--- src/rtl/iir_pkg.sv ---
// Shared definitions for the biquad MAC scheduler.
// State encoding, operand selects and the coefficient index helper.
package iir_pkg;

    typedef enum logic [2:0] {
        S_IDLE,
        S_MAC,
        S_DRAIN,
        S_WB,
        S_DONE
    } state_t;

    localparam int TAPS_PER_SEC = 5;

    localparam logic [2:0] OP_X0 = 3'd0;
    localparam logic [2:0] OP_X1 = 3'd1;
    localparam logic [2:0] OP_X2 = 3'd2;
    localparam logic [2:0] OP_Y1 = 3'd3;
    localparam logic [2:0] OP_Y2 = 3'd4;

    // 5*sec + tap, with the multiply built as (sec<<2)+sec
    function automatic logic [7:0] coef_idx(
        input logic [3:0] sec,
        input logic [2:0] tap
    );
        return {2'b00, sec, 2'b00} + {4'b0000, sec} + {5'b00000, tap};
    endfunction

endpackage

--- src/rtl/iir_tap_counter.sv ---
// Shared tap / drain counter for the scheduler state machine.
// Flags the last tap of a section and the last drain cycle.
module iir_tap_counter
    import iir_pkg::*;
#(
    parameter int MAC_LAT = 2
) (
    input  logic       clk,
    input  logic       rst,
    input  logic       clr,
    input  logic       inc,
    output logic [2:0] cnt,
    output logic       tap_last,
    output logic       drn_last
);

    localparam logic [2:0] TLAST = 3'(TAPS_PER_SEC - 1);
    localparam logic [2:0] DLAST = (MAC_LAT > 0) ? 3'(MAC_LAT - 1) : 3'd0;

    always_ff @(posedge clk) begin
        if (!rst || clr) begin
            cnt <= 3'd0;
        end else if (inc) begin
            cnt <= cnt + 3'd1;
        end
    end

    assign tap_last = (cnt == TLAST);
    assign drn_last = (cnt == DLAST);

endmodule

--- src/rtl/iir_mac_scheduler.sv ---
// Control sequencer for a shared-MAC Direct Form I biquad cascade.
// Each accepted sample runs 5 MACs, a drain and a writeback per section.
module iir_mac_scheduler
    import iir_pkg::*;
#(
    parameter int SECTIONS = 4,
    parameter int MAC_LAT  = 2,
    parameter int CADDR_W  = 6
) (
    input  logic               clk,
    input  logic               rst,
    input  logic               sample_valid,
    input  logic               clear_ovr,
    output logic               busy,
    output logic               mac_en,
    output logic               mac_clr,
    output logic [2:0]         op_sel,
    output logic [CADDR_W-1:0] coef_addr,
    output logic [3:0]         sec_idx,
    output logic               wb_en,
    output logic               out_valid,
    output logic               overrun
);

    localparam logic [3:0] SEC_LAST = 4'(SECTIONS - 1);

    state_t     state;
    logic [3:0] sec;
    logic [2:0] cnt;
    logic       tap_last;
    logic       drn_last;
    logic       cnt_inc;
    logic       cnt_clr;
    logic       in_sched;

    // Counter is held at zero whenever it is not stepping
    always_comb begin
        cnt_inc = 1'b0;
        if (state == S_MAC && !tap_last) cnt_inc = 1'b1;
        if (state == S_DRAIN && !drn_last) cnt_inc = 1'b1;
        cnt_clr = !cnt_inc;
    end

    assign in_sched = (state == S_MAC) || (state == S_DRAIN)
                   || (state == S_WB);

    iir_tap_counter #(
        .MAC_LAT (MAC_LAT)
    ) u_cnt (
        .clk      (clk),
        .rst      (rst),
        .clr      (cnt_clr),
        .inc      (cnt_inc),
        .cnt      (cnt),
        .tap_last (tap_last),
        .drn_last (drn_last)
    );

    always_ff @(posedge clk) begin
        if (!rst) begin
            state     <= S_IDLE;
            sec       <= 4'd0;
            busy      <= 1'b0;
            mac_en    <= 1'b0;
            mac_clr   <= 1'b0;
            op_sel    <= 3'd0;
            coef_addr <= '0;
            wb_en     <= 1'b0;
            out_valid <= 1'b0;
            overrun   <= 1'b0;
        end else begin
            mac_en    <= 1'b0;
            mac_clr   <= 1'b0;
            wb_en     <= 1'b0;
            out_valid <= 1'b0;

            if (sample_valid && in_sched) begin
                overrun <= 1'b1;
            end else if (clear_ovr) begin
                overrun <= 1'b0;
            end

            unique case (state)
                S_IDLE, S_DONE: begin
                    if (sample_valid) begin
                        state     <= S_MAC;
                        sec       <= 4'd0;
                        busy      <= 1'b1;
                        mac_en    <= 1'b1;
                        mac_clr   <= 1'b1;
                        op_sel    <= OP_X0;
                        coef_addr <= '0;
                    end else begin
                        state <= S_IDLE;
                        busy  <= 1'b0;
                    end
                end
                S_MAC: begin
                    if (!tap_last) begin
                        mac_en    <= 1'b1;
                        op_sel    <= cnt + 3'd1;
                        coef_addr <= CADDR_W'(coef_idx(sec, cnt + 3'd1));
                    end else if (MAC_LAT > 0) begin
                        state <= S_DRAIN;
                    end else begin
                        state <= S_WB;
                        wb_en <= 1'b1;
                    end
                end
                S_DRAIN: begin
                    if (drn_last) begin
                        state <= S_WB;
                        wb_en <= 1'b1;
                    end
                end
                S_WB: begin
                    if (sec == SEC_LAST) begin
                        state     <= S_DONE;
                        out_valid <= 1'b1;
                    end else begin
                        state     <= S_MAC;
                        sec       <= sec + 4'd1;
                        mac_en    <= 1'b1;
                        mac_clr   <= 1'b1;
                        op_sel    <= OP_X0;
                        coef_addr <= CADDR_W'(coef_idx(sec + 4'd1, 3'd0));
                    end
                end
                default: begin
                    state <= S_IDLE;
                    busy  <= 1'b0;
                end
            endcase
        end
    end

    assign sec_idx = sec;

endmodule

--- config.mk ---
export PLATFORM = sky130hd
export DESIGN_NAME = iir_mac_scheduler
export DESIGN_NICKNAME = d
export VERILOG_FILES = /design/src/rtl/iir_pkg.sv /design/src/rtl/iir_tap_counter.sv /design/src/rtl/iir_mac_scheduler.sv
export SDC_FILE = /design/constraint.sdc
export NUM_CORES = 1
export LEC_CHECK = 0
export BUFFER_PORTS_ARGS = -buffer_cell sky130_fd_sc_hd__buf_2
export CORE_MARGIN = 4
export CORE_UTILIZATION = 50
export DETAILED_ROUTE_END_ITERATION = 7
export MAX_ROUTING_LAYER = met4
export PLACE_DENSITY_LB_ADDON = 0.3
export SLEW_MARGIN = 10
export SYNTH_ARGS = -nofsm -noshare
export SYNTH_HDL_FRONTEND = slang
export SYNTH_SLANG_ARGS = --single-unit
--- constraint.sdc ---
create_clock -name clk -period 3.56 [get_ports clk]
set_clock_uncertainty 0.1 [all_clocks]
set_input_delay 0.712 -clock clk [delete_from_list [all_inputs] [get_ports clk]]
set_output_delay 0.712 -clock clk [all_outputs]
set_load 0.01 [all_outputs]
Word level (Yosys, flattened, before mapping)
Cells that the tools add are included.
{ "op_classes": {"n_mul": 0, "add_sub_neg": 5, "n_mux": 28, "eq_ne": 12, "bitwise_logic": 0, "magnitude_cmp": 0, "reduce_logical": 21, "shifts": 0, "div": 0} }
{ "ops": {"columns": ["cell", "count"], "rows": [
  ["3-bit two-way mux", 6],
  ["6-bit two-way mux", 3],
  ["6-bit one-hot mux with 3 select lines", 1],
  ["6-bit by 4-bit adder with 6-bit output", 2],
  ["3-bit one-hot mux with 4 select lines", 1],
  ["1-bit two-way mux", 10],
  ["2-bit != test, second input constant", 5],
  ["3-bit one-hot mux with 3 select lines", 1],
  ["4-bit two-way mux", 2],
  ["4-bit one-hot mux with 2 select lines", 1],
  ["6-bit by 3-bit adder with 6-bit output", 1],
  ["3-bit by 1-bit == test with 1-bit output, second input constant", 2],
  ["3-bit by 2-bit == test with 1-bit output, second input constant", 2],
  ["3-bit == test, second input constant", 2],
  ["2-bit AND reduction", 3],
  ["4-bit by 1-bit adder with 4-bit output, second input constant", 1],
  ["4-bit by 2-bit == test with 1-bit output, second input constant", 1],
  ["1-bit logical NOT", 4],
  ["1-bit one-hot mux with 2 select lines", 2],
  ["4-bit AND reduction", 1],
  ["2-bit nonzero test", 2],
  ["3-bit by 1-bit adder with 3-bit output, second input constant", 1],
  ["1-bit logical AND", 3],
  ["3-bit logical NOT", 1],
  ["other kinds (6)", 8]
]} }
{ "totals": {"mem_bits_rw": 0, "mem_count": 0, "latch_bits": 0, "rom_bits": 0, "word_cells": 77, "in_bits": 4, "regBits": 25} }

Longest topological paths before layout
{ "depth": {"word_depth": 7, "ltp_mapped": 10, "ltp_nobuf": 10} }

Modules after synthesis
From an unflattened synthesis, not the netlist that was laid out.
{ "unflattened": {"cells_unflattened": 169, "hier_area_um2": 1535.2} }
{ "by_module_without_submodules": {"columns": ["mod", "cells_per_inst", "instances", "area_per_inst_um2"], "rows": [
  ["iir_mac_scheduler", 151, 1, 1361.3],
  ["iir_tap_counter", 18, 1, 173.9]
]} }

Worst setup path before layout
Ideal clock, no wire load.
{ "synth_timing": {"path_kind": "reg-to-reg", "from": "register u_cnt.cnt[0]", "to": "register coef_addr[5]", "path_stages_with_launch": 11, "n_path_buf": 0, "setup_slack_ns": 1.063, "arrival_ns": 2.263, "cell_sequence": "dfxtp_1 > inv_1 > ha_1 > ha_1 > ha_1 > inv_1 > fa_1 > nand2b_1 > a21oi_1 > mux2i_1 > a311oi_2"} }
{ "synth_between": {"elab_chain_cells": 4, "word_cells_on_any_way": 7, "classes_between": "add/sub: 2; eq/ne: 2; mux: 2; reduce/logical: 1"} }
{ "synth_rtl": {"columns": ["item", "line_no", "text"], "rows": [
  ["start, declared", "iir_tap_counter.sv:12", "output logic [2:0] cnt,"],
  ["start signal, assigned", "iir_tap_counter.sv:24", "cnt <= cnt + 3'd1;"],
  ["3-bit by 1-bit adder with 3-bit output", "iir_mac_scheduler.sv:102", "coef_addr <= CADDR_W'(coef_idx(sec, cnt + 3'd1));"],
  ["6-bit by 3-bit adder with 6-bit output", "iir_pkg.sv:26", "return {2'b00, sec, 2'b00} + {4'b0000, sec} + {5'b00000, tap};"],
  ["6-bit two-way mux", "iir_mac_scheduler.sv:99", "if (!tap_last) begin"],
  ["6-bit one-hot mux with 3 select lines", "iir_mac_scheduler.sv:83", "unique case (state)"],
  ["end signal, assigned", "iir_mac_scheduler.sv:102", null],
  ["end signal, assigned", "iir_mac_scheduler.sv:126", "coef_addr <= CADDR_W'(coef_idx(sec + 4'd1, 3'd0));"],
  ["end, declared", "iir_mac_scheduler.sv:18", "output logic [CADDR_W-1:0] coef_addr,"]
]} }
Several ways; a longest one is shown, not always the timed one. The select of a mux whose other input is x is not followed.
A chain may end at the register's enable or synchronous reset.

Worst setup path after layout
Same ends and word-level chain as after synthesis.

==> qor.txt <==
Slew Limit Fails - 0
Setup Viol. Count Final - 0
Starting Density - 0.539
Final worst-path cycle share - 0.790
WP data required - 3650 ps
Relative slew slack - 0.581
Final hold violation count - 0
DR WL/cell - 14.9 um
Final instance area - 0.00167 mm2
Hold path cells - 2
FF+latch count, synth - 25
Root Buffer - clkbuf_4
Ys flop type - dfxtp_1
CTS clk-pin slew, worst paths - 130 ps
Achievable Freq - 355 MHz
RSZ-0062 raised after global routing - no
Cells after synthesis - 172
Vias in the first global route - 1330
Crit path time final - 2810 ps
Final net count - 212
Pleak - 0.755 nW
Row cnt - 19
Die W - 63.4 um
Power Density - 303 mW/mm2
CTS tree - yes
Port buffer count - 22
Layout overhead on the synthesized area - 8.71%
Seq/Total Area, Yosys - 0.326
CTS buffer count - 3
Peak supply drop - 0.280 mV
Area of the die - 0.00402 mm2
Crit path max fanout - 4
Post-synth EDFFs - 0
Die H - 63.4 um
First-pass GRT wire length - 6040 um
Mean Syn Cell Area - 8.93 um2
Max-Cap Viols - 0
Syn_nets - 192
Gp weighted congestion - 0.884
Core region area - 0.00285 mm2
Post-CTS Hold Buffers - 0
Clock Path Buffers - 2
Actual slew at the worst max-slew pin - 628 ps
Share of cells above drive strength 1 - 0.188
Library cells used by synthesis - 46
HPWL Detailed - 2590 um
Yosys Warn Count - 0
H-tree Lvls - 1
GRT Util Overall - 0.188
Outcome - completed
Commonest non-fill, non-tap cell in the layout - dfxtp_1
Largest net degree at the start of global routing - 21
DP Area - 0.00164 mm2
Drt drc - 0
Setup TNS - 0 ps
CP Data Arrival Time - 2900 ps
Crit. End Element - flop
Drt total wl - 3300 um
Antenna viol nets, final - 0
Setup Crit Path Kind - flop to flop
Total power draw - 0.507 mW
Antenna Cells - 0
GRT Residual Overflow - 0
Clk Latency, worst-skew pair - 310 ps
Worst hold-check path type - flop to flop
Post-CTS setup buffers - 0
Startpoint Class - flop
Via Count - 1277
Most frequent cells in the layout - dfxtp_1, buf_2, a21oi_1
Cts repair resizes - 0
DRT Pass-1 Iters - 4
Iteration-0 DRC Markers - 51
Vias per inst - 5.75
Mapped cell area - 0.00154 mm2
Initial antenna violation count - 0
Clock sink count - 25
FFs w/ async S/R, synth - 0
Reg2Reg Depth - 8
Number of top-level pins - 23
[worst max-delay path, stage by stage, from the launching register on]
cell and delay [ps]:
dfxtp_1 360, ha_1 220, xnor2_1 270, fa_1 520, fa_1 460, nand2b_1 170
a21oi_1 220, mux2i_1 250, a311oi_2 110
[per-stage QoR]
stage,hold WS (ps),cells,util,worst slack (ps)
after global routing,400,222,0.586,608
after global placement,342,218,0.576,959
after floorplan,333,172,-,1060
after detailed placement,353,218,0.576,779
final,367,222,0.586,746
after CTS,371,222,0.586,761
[area by class of cell]
cell class / count / area, um2
Clock buffer: 4 / 26.3
Multi-Input combinational cell: 126 / 942
Sequential cell: 25 / 500
Inverter: 14 / 52.6
Timing Repair Buffer: 22 / 110
Tap cell: 31 / 38.8
Fill cell: 258 / 1180
[layer usage]
layer  wire length (um)  track usage  up-vias
met5                  0            -        -
met4                 45       0.0458        0
met3                227       0.0480        6
met2               1550        0.312       36
met1               1480        0.228      596
li1                   -            -      639
[final timing paths]
check / from / slack (ps) / end
worst min register to register: busy / 370 / busy
worst max register to register: u_cnt.cnt[0] / 750 / coef_addr[5]
worst max-delay path: u_cnt.cnt[0] / 750 / coef_addr[5]
worst min-delay path: busy / 370 / busy
[state kept, by name, summed over array words and instances, names as in the netlist]
register / cells
busy: 1
coef_addr: 6
mac_clr: 1
mac_en: 1
op_sel: 3
out_valid: 1
overrun: 1
sec_idx: 4
state: 3
u_cnt.cnt: 3
wb_en: 1
[cells in the mapped netlist, drive strengths merged, types with 4 or more instances]
| master | count | share of area |
|---|---|---|
| o21ai | 7 | 0.025 |
| ha | 13 | 0.11 |
| nand2b | 4 | 0.016 |
| a21oi | 21 | 0.076 |
| nor2 | 20 | 0.054 |
| buf | 4 | 0.019 |
| nand2 | 7 | 0.017 |
| a211oi | 4 | 0.020 |
| inv | 14 | 0.034 |
| dfxtp | 25 | 0.33 |
| xor2 | 4 | 0.023 |
[cell families (layout without fill, tap and decap cells)]
group,after synthesis,count (layout),share of synthesized area
compound gates,44,44,0.194
mux,3,3,0.0195
fa+ha+maj,16,16,0.145
buf+inv,21,40,0.0611
simple gates,56,56,0.215
flops,25,25,0.326
xor+xnor,7,7,0.0399
[power by group]
group | switching (mW) | leakage [nW] | internal, mW
Clock | 0.0801 | 0.0150 | 0.0438
Sequential | 0.00798 | 0.204 | 0.292
Combinational | 0.0475 | 0.536 | 0.0352
Power figures use the tool's default switching activity.
